$ cat src/rtl/fp_reciprocal_arbiter.sv
// Round-robin arbiter sharing one reciprocal-estimate datapath among NUM_REQ requesters.
// Two-stage pipeline (operand register, result register) with full backpressure and flush.
module fp_reciprocal_arbiter #(
    parameter int NUM_REQ  = 4,
    parameter int ID_WIDTH = $clog2(NUM_REQ)
) (
    input  logic                  clk,
    input  logic                  reset,
    input  logic                  flush_i,
    input  logic [NUM_REQ-1:0]    req_valid_i,
    input  logic [32*NUM_REQ-1:0] req_value_i,
    output logic [NUM_REQ-1:0]    req_ready_o,
    output logic                  result_valid_o,
    output logic [ID_WIDTH-1:0]   result_id_o,
    output logic [31:0]           result_value_o,
    input  logic                  result_ready_i,
    output logic                  busy_o
);

    // Entry i is the fraction of 2/(1 + i/64) - 1 truncated to 6 bits; entry 0 wraps to 0
    // and the exponent picks up the carry instead.
    function automatic logic [383:0] build_lut();
        logic [383:0] t;
        t = '0;
        for (int i = 0; i < 64; i++) begin
            t[i*6 +: 6] = 6'((8192 / (64 + i)) - 64);
        end
        return t;
    endfunction

    localparam logic [383:0] RECIP_LUT = build_lut();

    function automatic logic [31:0] recip_estimate(input logic [31:0] x);
        logic [7:0] e;
        logic [5:0] idx;
        logic [7:0] exp_out;
        e   = x[30:23];
        idx = x[22:17];
        exp_out = 8'd253 - e + {7'd0, idx == 6'd0};
        if (e == 8'hff) begin
            return (x[22:0] != 23'd0) ? 32'h7fc0_0000 : {x[31], 31'd0};
        end
        if (e == 8'h00) begin
            return {x[31], 8'hff, 23'd0};
        end
        return {x[31], exp_out, RECIP_LUT[int'(idx)*6 +: 6], 17'd0};
    endfunction

    logic                s1_valid;
    logic [ID_WIDTH-1:0] s1_id;
    logic [31:0]         s1_operand;
    logic                s2_valid;
    logic [ID_WIDTH-1:0] s2_id;
    logic [31:0]         s2_result;
    logic [ID_WIDTH-1:0] rr_ptr;

    logic                advance1;
    logic                advance2;
    logic                grant_found;
    logic                grant_en;
    logic [ID_WIDTH-1:0] grant_id;
    logic [ID_WIDTH-1:0] cand;
    logic [ID_WIDTH-1:0] rr_next;
    logic [31:0]         grant_value;
    logic [31:0]         req_ops [NUM_REQ];

    for (genvar g = 0; g < NUM_REQ; g++) begin : g_ops
        assign req_ops[g] = req_value_i[g*32 +: 32];
    end

    assign advance2 = !s2_valid || result_ready_i;
    assign advance1 = !s1_valid || advance2;

    // Search upward from rr_ptr, wrapping at NUM_REQ (which need not be a power of two).
    always_comb begin
        grant_found = 1'b0;
        grant_id    = '0;
        grant_value = '0;
        cand        = '0;
        for (int k = 0; k < NUM_REQ; k++) begin
            cand = ID_WIDTH'((int'(rr_ptr) + k) % NUM_REQ);
            if (!grant_found && req_valid_i[cand]) begin
                grant_found = 1'b1;
                grant_id    = cand;
                grant_value = req_ops[cand];
            end
        end
    end

    assign grant_en = advance1 && !flush_i && grant_found && !reset;
    assign rr_next  = (grant_id == ID_WIDTH'(NUM_REQ - 1)) ? '0 : ID_WIDTH'(grant_id + 1'b1);

    always_comb begin
        req_ready_o = '0;
        if (grant_en) begin
            req_ready_o = NUM_REQ'(1) << grant_id;
        end
    end

    always_ff @(posedge clk or posedge reset) begin
        if (reset) begin
            s1_valid   <= 1'b0;
            s1_id      <= '0;
            s1_operand <= '0;
            s2_valid   <= 1'b0;
            s2_id      <= '0;
            s2_result  <= '0;
            rr_ptr     <= '0;
        end else begin
            if (grant_en) begin
                rr_ptr <= rr_next;
            end
            if (flush_i) begin
                s1_valid <= 1'b0;
                s2_valid <= 1'b0;
            end else begin
                if (advance1) begin
                    s1_valid <= grant_en;
                    if (grant_en) begin
                        s1_id      <= grant_id;
                        s1_operand <= grant_value;
                    end
                end
                if (advance2) begin
                    s2_valid  <= s1_valid;
                    s2_id     <= s1_id;
                    s2_result <= recip_estimate(s1_operand);
                end
            end
        end
    end

    assign result_valid_o = s2_valid;
    assign result_id_o    = s2_id;
    assign result_value_o = s2_result;
    assign busy_o         = s1_valid || s2_valid;

endmodule

$ cat config.mk
export PLATFORM = sky130hd
export DESIGN_NAME = fp_reciprocal_arbiter
export DESIGN_NICKNAME = d
export VERILOG_FILES = /design/src/rtl/fp_reciprocal_arbiter.sv
export SDC_FILE = /design/constraint.sdc
export NUM_CORES = 1
export LEC_CHECK = 0
export ABC_AREA = 0
export BUFFER_PORTS_ARGS = -buffer_cell sky130_fd_sc_hd__buf_2
export CORE_MARGIN = 1
export CORE_UTILIZATION = 50
export CTS_BUF_LIST = sky130_fd_sc_hd__clkbuf_8
export CTS_CLUSTER_DIAMETER = 30
export DETAILED_ROUTE_END_ITERATION = 10
export HOLD_SLACK_MARGIN = 0.06
export PLACE_DENSITY = 0.79
export SKIP_LAST_GASP = 1
export SYNTH_ARGS = -nofsm -noshare
export SYNTH_HDL_FRONTEND = slang
export SYNTH_SLANG_ARGS = --single-unit
$ cat constraint.sdc
create_clock -name clk -period 2.1 [get_ports clk]
set_input_delay 0.21 -clock clk [delete_from_list [all_inputs] [get_ports clk]]
set_output_delay 0.21 -clock clk [all_outputs]
set_load 0.05 [all_outputs]
======== After elaboration in Yosys (flattened, before gate mapping) ========
Index checks and enable logic that the tools add are counted.
operators by class
  mux-type cells .......................... 50
  multiply operators ...................... 1
  shift operators ......................... 2
  reduce and logical (&&, ||, !) cells .... 23
  bitwise operators ....................... 5
  eq/ne operators ......................... 2
  add/sub/neg operators ................... 6
  order comparisons ....................... 8
operator list
  kind                                                                            count
  32-bit 2-to-1 mux                                                               17
  384-bit by 10-bit indexed part select with 6-bit output (first input constant)  1
  32-bit binary-select mux with 2-bit select                                      4
  23-bit nonzero test                                                             1
  1-bit 2-to-1 mux                                                                19
  3-bit greater-or-equal comparator (second input constant)                       4
  2-bit by 3-bit less-than comparator with 1-bit output (second input constant)   4
  2-bit inverter with 3-bit output                                                4
  2-bit 2-to-1 mux                                                                5
  8-bit by 1-bit adder with 8-bit output                                          1
  1-bit binary-select mux with 2-bit select                                       4
  8-bit equality test (second input constant)                                     1
  8-bit zero test                                                                 1
  6-bit by 2-bit multiplier with 8-bit output (second input constant)             1
  8-bit subtractor (first input constant)                                         1
  1-bit zero test                                                                 7
  1-bit logical AND                                                               6
  6-bit zero test                                                                 1
  2-bit by 1-bit adder with 2-bit output (second input constant)                  2
  2-bit adder (second input constant)                                             2
  4-bit 2-to-1 mux                                                                1
  2-bit nonzero test                                                              2
  1-bit by 2-bit left shift with 4-bit output (first input constant)              1
  1-bit logical OR                                                                3
  4 further kinds                                                                 4
word-level totals
  input port bits ......................... 136
  output and inout port bits .............. 40
  logic and storage cells ................. 104
  bits in registers ....................... 72

======== Logic depth before layout (Yosys ltp) ========
  depth in word-level cells ............... 16
  gate-level depth with buffers ........... 11
  mapped depth without buffers ............ 10

======== Least setup slack after synthesis ========
Ideal clock, no wire load.
  path type ............................... flip-flop to output port
  start ................................... register rr_ptr[0]
  end ..................................... output port req_ready_o[3]
  arrival time ............................ 2.309 ns
  data required time ...................... 1.890 ns
  path buffers ............................ 4
  stages on the path, launching flop included .. 11
  setup slack ............................. -0.419 ns
  path through ............................ dfrtp_1 buf_6 buf_4 buf_4 buf_4 inv_1 a221o_1 a22oi_1 and2_1 ha_1 and2_1
between the ends
  elaborated cells on any way between the ends .. 29
  those cells by class .................... add/sub (3); shift (1); mux (17); reduce/logical (8)
RTL lines
  what                                                                             RTL line  source
  start: declaration                                                               55        logic [ID_WIDTH-1:0] rr_ptr;
  start signal: assignment                                                         111       rr_ptr <= rr_next;
  branches (longest 11 deep; another with 2-bit by 1-bit adder with 2-bit output)  n/a
  2-bit 2-to-1 mux (*)                                                             82        if (!grant_found && req_valid_i[cand]) begin
  via grant_id[0]                                                                  61        logic [ID_WIDTH-1:0] grant_id;
  1-bit by 2-bit left shift with 4-bit output (*)                                  96        req_ready_o = NUM_REQ'(1) << grant_id;
  4-bit 2-to-1 mux (*)                                                             95        if (grant_en) begin
  end: declaration                                                                 12        output logic [NUM_REQ-1:0] req_ready_o,
Mark *: on every way through the listed nets, which the timed path passes. The select of a mux whose other input is x is not followed.

======== Worst setup path after layout ========
  start ................................... register rr_ptr[0]
  end ..................................... register s1_operand[4]
between the ends
  longest elaborated chain between the ends .. 15
  elaborated cells on any way between the ends .. 44
  those cells by class .................... add/sub (3); mux (28); bitwise (4); reduce/logical (9)
ends and longest elaborated chain
  what                                                                             RTL line  source
  branches (longest 15 deep; another with 2-bit by 1-bit adder with 2-bit output)  n/a
  end signal: assignment                                                           121       s1_operand <= grant_value;
  end: declaration                                                                 51        logic [31:0] s1_operand;
Parallel ways; which one is timed is not known. The select of a mux whose other input is x is not followed.
A chain may end at the register's enable or synchronous reset.

==> flow_summary_export.csv <==
group,metric,value,unit
timing,setup_ws,-176.6,ps
run_status,outcome,"complete, but fails checks",
synth,synth_xor_xnor_area_share,0.6558,%
floorplan,row_count,41,
min_path,hold_class,"input port to flop",
timing,period_share,108.4,%
synth,ys_ff_latch,55,
route,via_count,7082,
global_route,antenna_found_initial,0,
global_route,grt_pass1_vias,6704,
synth,avgSynthCellArea,8.358,um^2
timing,finalSetupViolCount,36,
clock_network,cts.sinks,55,
setup_path,r2r_end,"s1_operand[4]",
route,ant_nets,0,
synth,yosysWarnings,0,
setup_path,crit_fanout,14,
cells_and_area,final_cell_mix,"buf_2, nand2_1, mux2i_1",
clock_network,cts_tree,"built",
clock_network,cts_buffers,5,
clock_network,clk_pin_slew_worst_paths,90,ps
floorplan,die-area,13820,um^2
timing,hold_violations,0,
synth,synth_simple_gate_area_share,17.95,%
min_path,worstHoldEndpoint,"result_valid_o",
setup_path,crit_required,2300,ps
cells_and_area,drive_gt1_share,33.78,%
setup_path,cp-start-kind,"flop",
clock_network,clk_path_buf_depth,2,
min_path,hold_depth,2,
route,drcViolationCount,0,
setup_path,rr_worst_depth,8,
setup_path,worstReg2RegStart,"rr_ptr[0]",
clock_network,root_buffer,"clkbuf_8",
timing,tns,-4706,ps
power_and_ir_drop,leakagePower,3.807,nW
synth,synthCells,799,
floorplan,die_width,117.6,um
synth,synth_top_area_cell,"dfrtp_1",
global_route,grt_remaining_overflow,0,
placed_design,place_congestion,0.9358,
synth,synth_top_family_by_area,"compound AO/OA/AOI/OAI gates",
power_and_ir_drop,p_per_area,1395,nW/um^2
power_and_ir_drop,vdd_drop_max,0.7787,mV
timing,rsz0062_at_grt,"true",
power_and_ir_drop,total_power,0.01178,W
cells_and_area,layout_commonest_cell,"buf_2",
route,drt_iter0_markers,699,
global_route,grt_use_total,28.54,%
synth,synthAdderAreaFrac,2.998,%
floorplan,start_util,52.07,%
synth,synth_top_area_share,20.61,%
placed_design,hpwl,14720,um
timing,fin_crit,2277,ps
timing,finalClockSkew,11.17,ps
floorplan,pin_count,176,
timing,slew_violations,0,
timing,fmax,439.2,MHz
flow_run,max_cap_viol_count,0,
route,drtPass1Iterations,5,
synth,synth-edff-count,0,
synth,synthDistinctLibCells,57,
clock_network,worstSkewPairLatency,310,ps
route,wl_per_cell,18.18,um
cells_and_area,diodes,0,
min_path,hold_path.startpoint,"flush_i",
floorplan,core_area,12820,um^2
cells_and_area,areaGrowthSynthToFinish,26.40,%
cells_and_area,final_nets,1119,
setup_path,crit_arrival,2470,ps
route,viasPerCell,6.212,
global_route,grt_first_pass_wirelength,32930,um
global_route,grt_start_max_net_pins,83,
setup_path,r2r_slack,-180,ps
floorplan,die_h,117.6,um
synth,synthTopCellsByArea,"dfrtp_1, mux2i_1, nand2_1, mux2_2, a221o_1",
placed_design,io_buffers,158,
synth,yosysSeqAreaShare,20.61,%
setup_path,crit_start,"rr_ptr[0]",
cells_and_area,fillers,1038,
run_status,violations,"setup timing",
synth,synth_mux_area_share,24.11,%
setup_path,crit_path_end_kind,"flop",
synth,synth_compound_area_share,24.96,%
synth,synth_area,6678,um^2
synth,synth_flop_cell,"dfrtp_1",
route,routed_wirelength,20730,um
clock_network,htree_levels,2,
setup_path,crit_type,"flop to flop",
synth,async_reset_ff_share,100.0,%
timing repair:
action                                 CTS  global route
setup buffers                            8             9
pin swaps                                2             4
setup endpoints to repair               11            46
resized for setup                       12            23
hold buffers                             1             0
gates cloned                             0             3
endpoints found under the hold margin   18             0
flip-flops by register name, summed over array words and instances, names as in the netlist:
name	count
rr_ptr	2
result_valid_o	1
s1_operand	32
s1_id	2
result_id_o	2
result_value_o	15
s1_valid	1
metrics by stage:
stage          setup WS [ps]  instances  area (um^2)  util (%)  hold WS [ps]
2_1_floorplan         -7.027        815         6789         -         276.4
3_3_place_gp           9.013       1111         7936     61.88         253.3
3_5_place_dp          -12.47       1111         7936     61.88         262.9
4_1_cts               -103.4       1128         8185     63.82         100.2
5_1_grt               -205.5       1140         8441     65.81         96.47
6_report              -176.6       1140         8441     65.81         105.9
how the worst max path moves through the flow:
stage | depth (start not counted) | to | slack (ps)
final | 8 | s1_operand[4] | -180
after global routing | 7 | s1_operand[20] | -210
after CTS | 7 | s1_operand[16] | -100
after detailed placement | 6 | s1_operand[4] | -10
after global placement | 6 | s1_operand[6] | 9
after floorplan | 10 | req_ready_o[1] | -7
per-layer routing:
| metal | GRT usage, % | vias up | part of all wire [%] |
|---|---|---|---|
| met2 | 49.19 | 326 | 50 |
| met1 | 36.60 | 3358 | 41 |
| met3 | 3.731 | 39 | 6.7 |
| li1 | - | 3359 | - |
| met5 | 0 | - | 0 |
| met4 | 9.856 | 0 | 2.2 |
layout make-up:
| cell class | instances | area, um^2 | area share, % |
|---|---|---|---|
| clock buffer | 5 | 68.82 | 0.8153 |
| clock inverter | 3 | 63.81 | 0.7560 |
| inverter | 14 | 52.55 | 0.6226 |
| multi-input combinational | 651 | 4956 | 58.72 |
| sequential | 55 | 1384 | 16.39 |
| tap | 172 | 215.2 | 2.550 |
| timing repair buffer | 240 | 1700 | 20.15 |
synth_stat cells, types with 13 or more instances:
master / count
a22o_1: 34
o2111ai_1: 27
a211oi_1: 28
buf_4: 23
nor2b_1: 15
mux2_2: 31
a31oi_1: 29
dfrtp_1: 55
mux2i_1: 99
buf_2: 24
nand2_1: 113
a221o_1: 31
nand3_1: 34
inv_1: 13
nor2_1: 52
a21oi_1: 19
ha_1: 16
clkbuf_1: 37
critical path, stage by stage (launching register included):
cell	delay, ps
dfrtp_4	540
buf_4	160
or3b_4	400
a211oi_4	220
buf_4	170
clkbuf_16	170
a22o_1	150
a31oi_1	40
a221o_1	320
cell families (layout without fill, tap and decap cells):
family / after synthesis / count (layout)
other: 1 / 17
DFF: 55 / 55
xor gates and xnor gates: 5 / 5
adders and majority gates: 16 / 16
buffers and inverters: 109 / 262
muxes: 142 / 142
and+or+nand+nor: 259 / 259
AOI/OAI and AO/OA: 212 / 212
power by group:
part	switching, W	leakage (nW)	total, W	internal, W
Clock	0.000355	0.0695	0.000827	0.000472
Sequential	0.000421	0.669	0.00197	0.00155
Combinational	0.00496	3.07	0.00898	0.00402
Total	0.00574	3.81	0.0118	0.00604
Note: power is estimated with default switching activity, not from simulation.
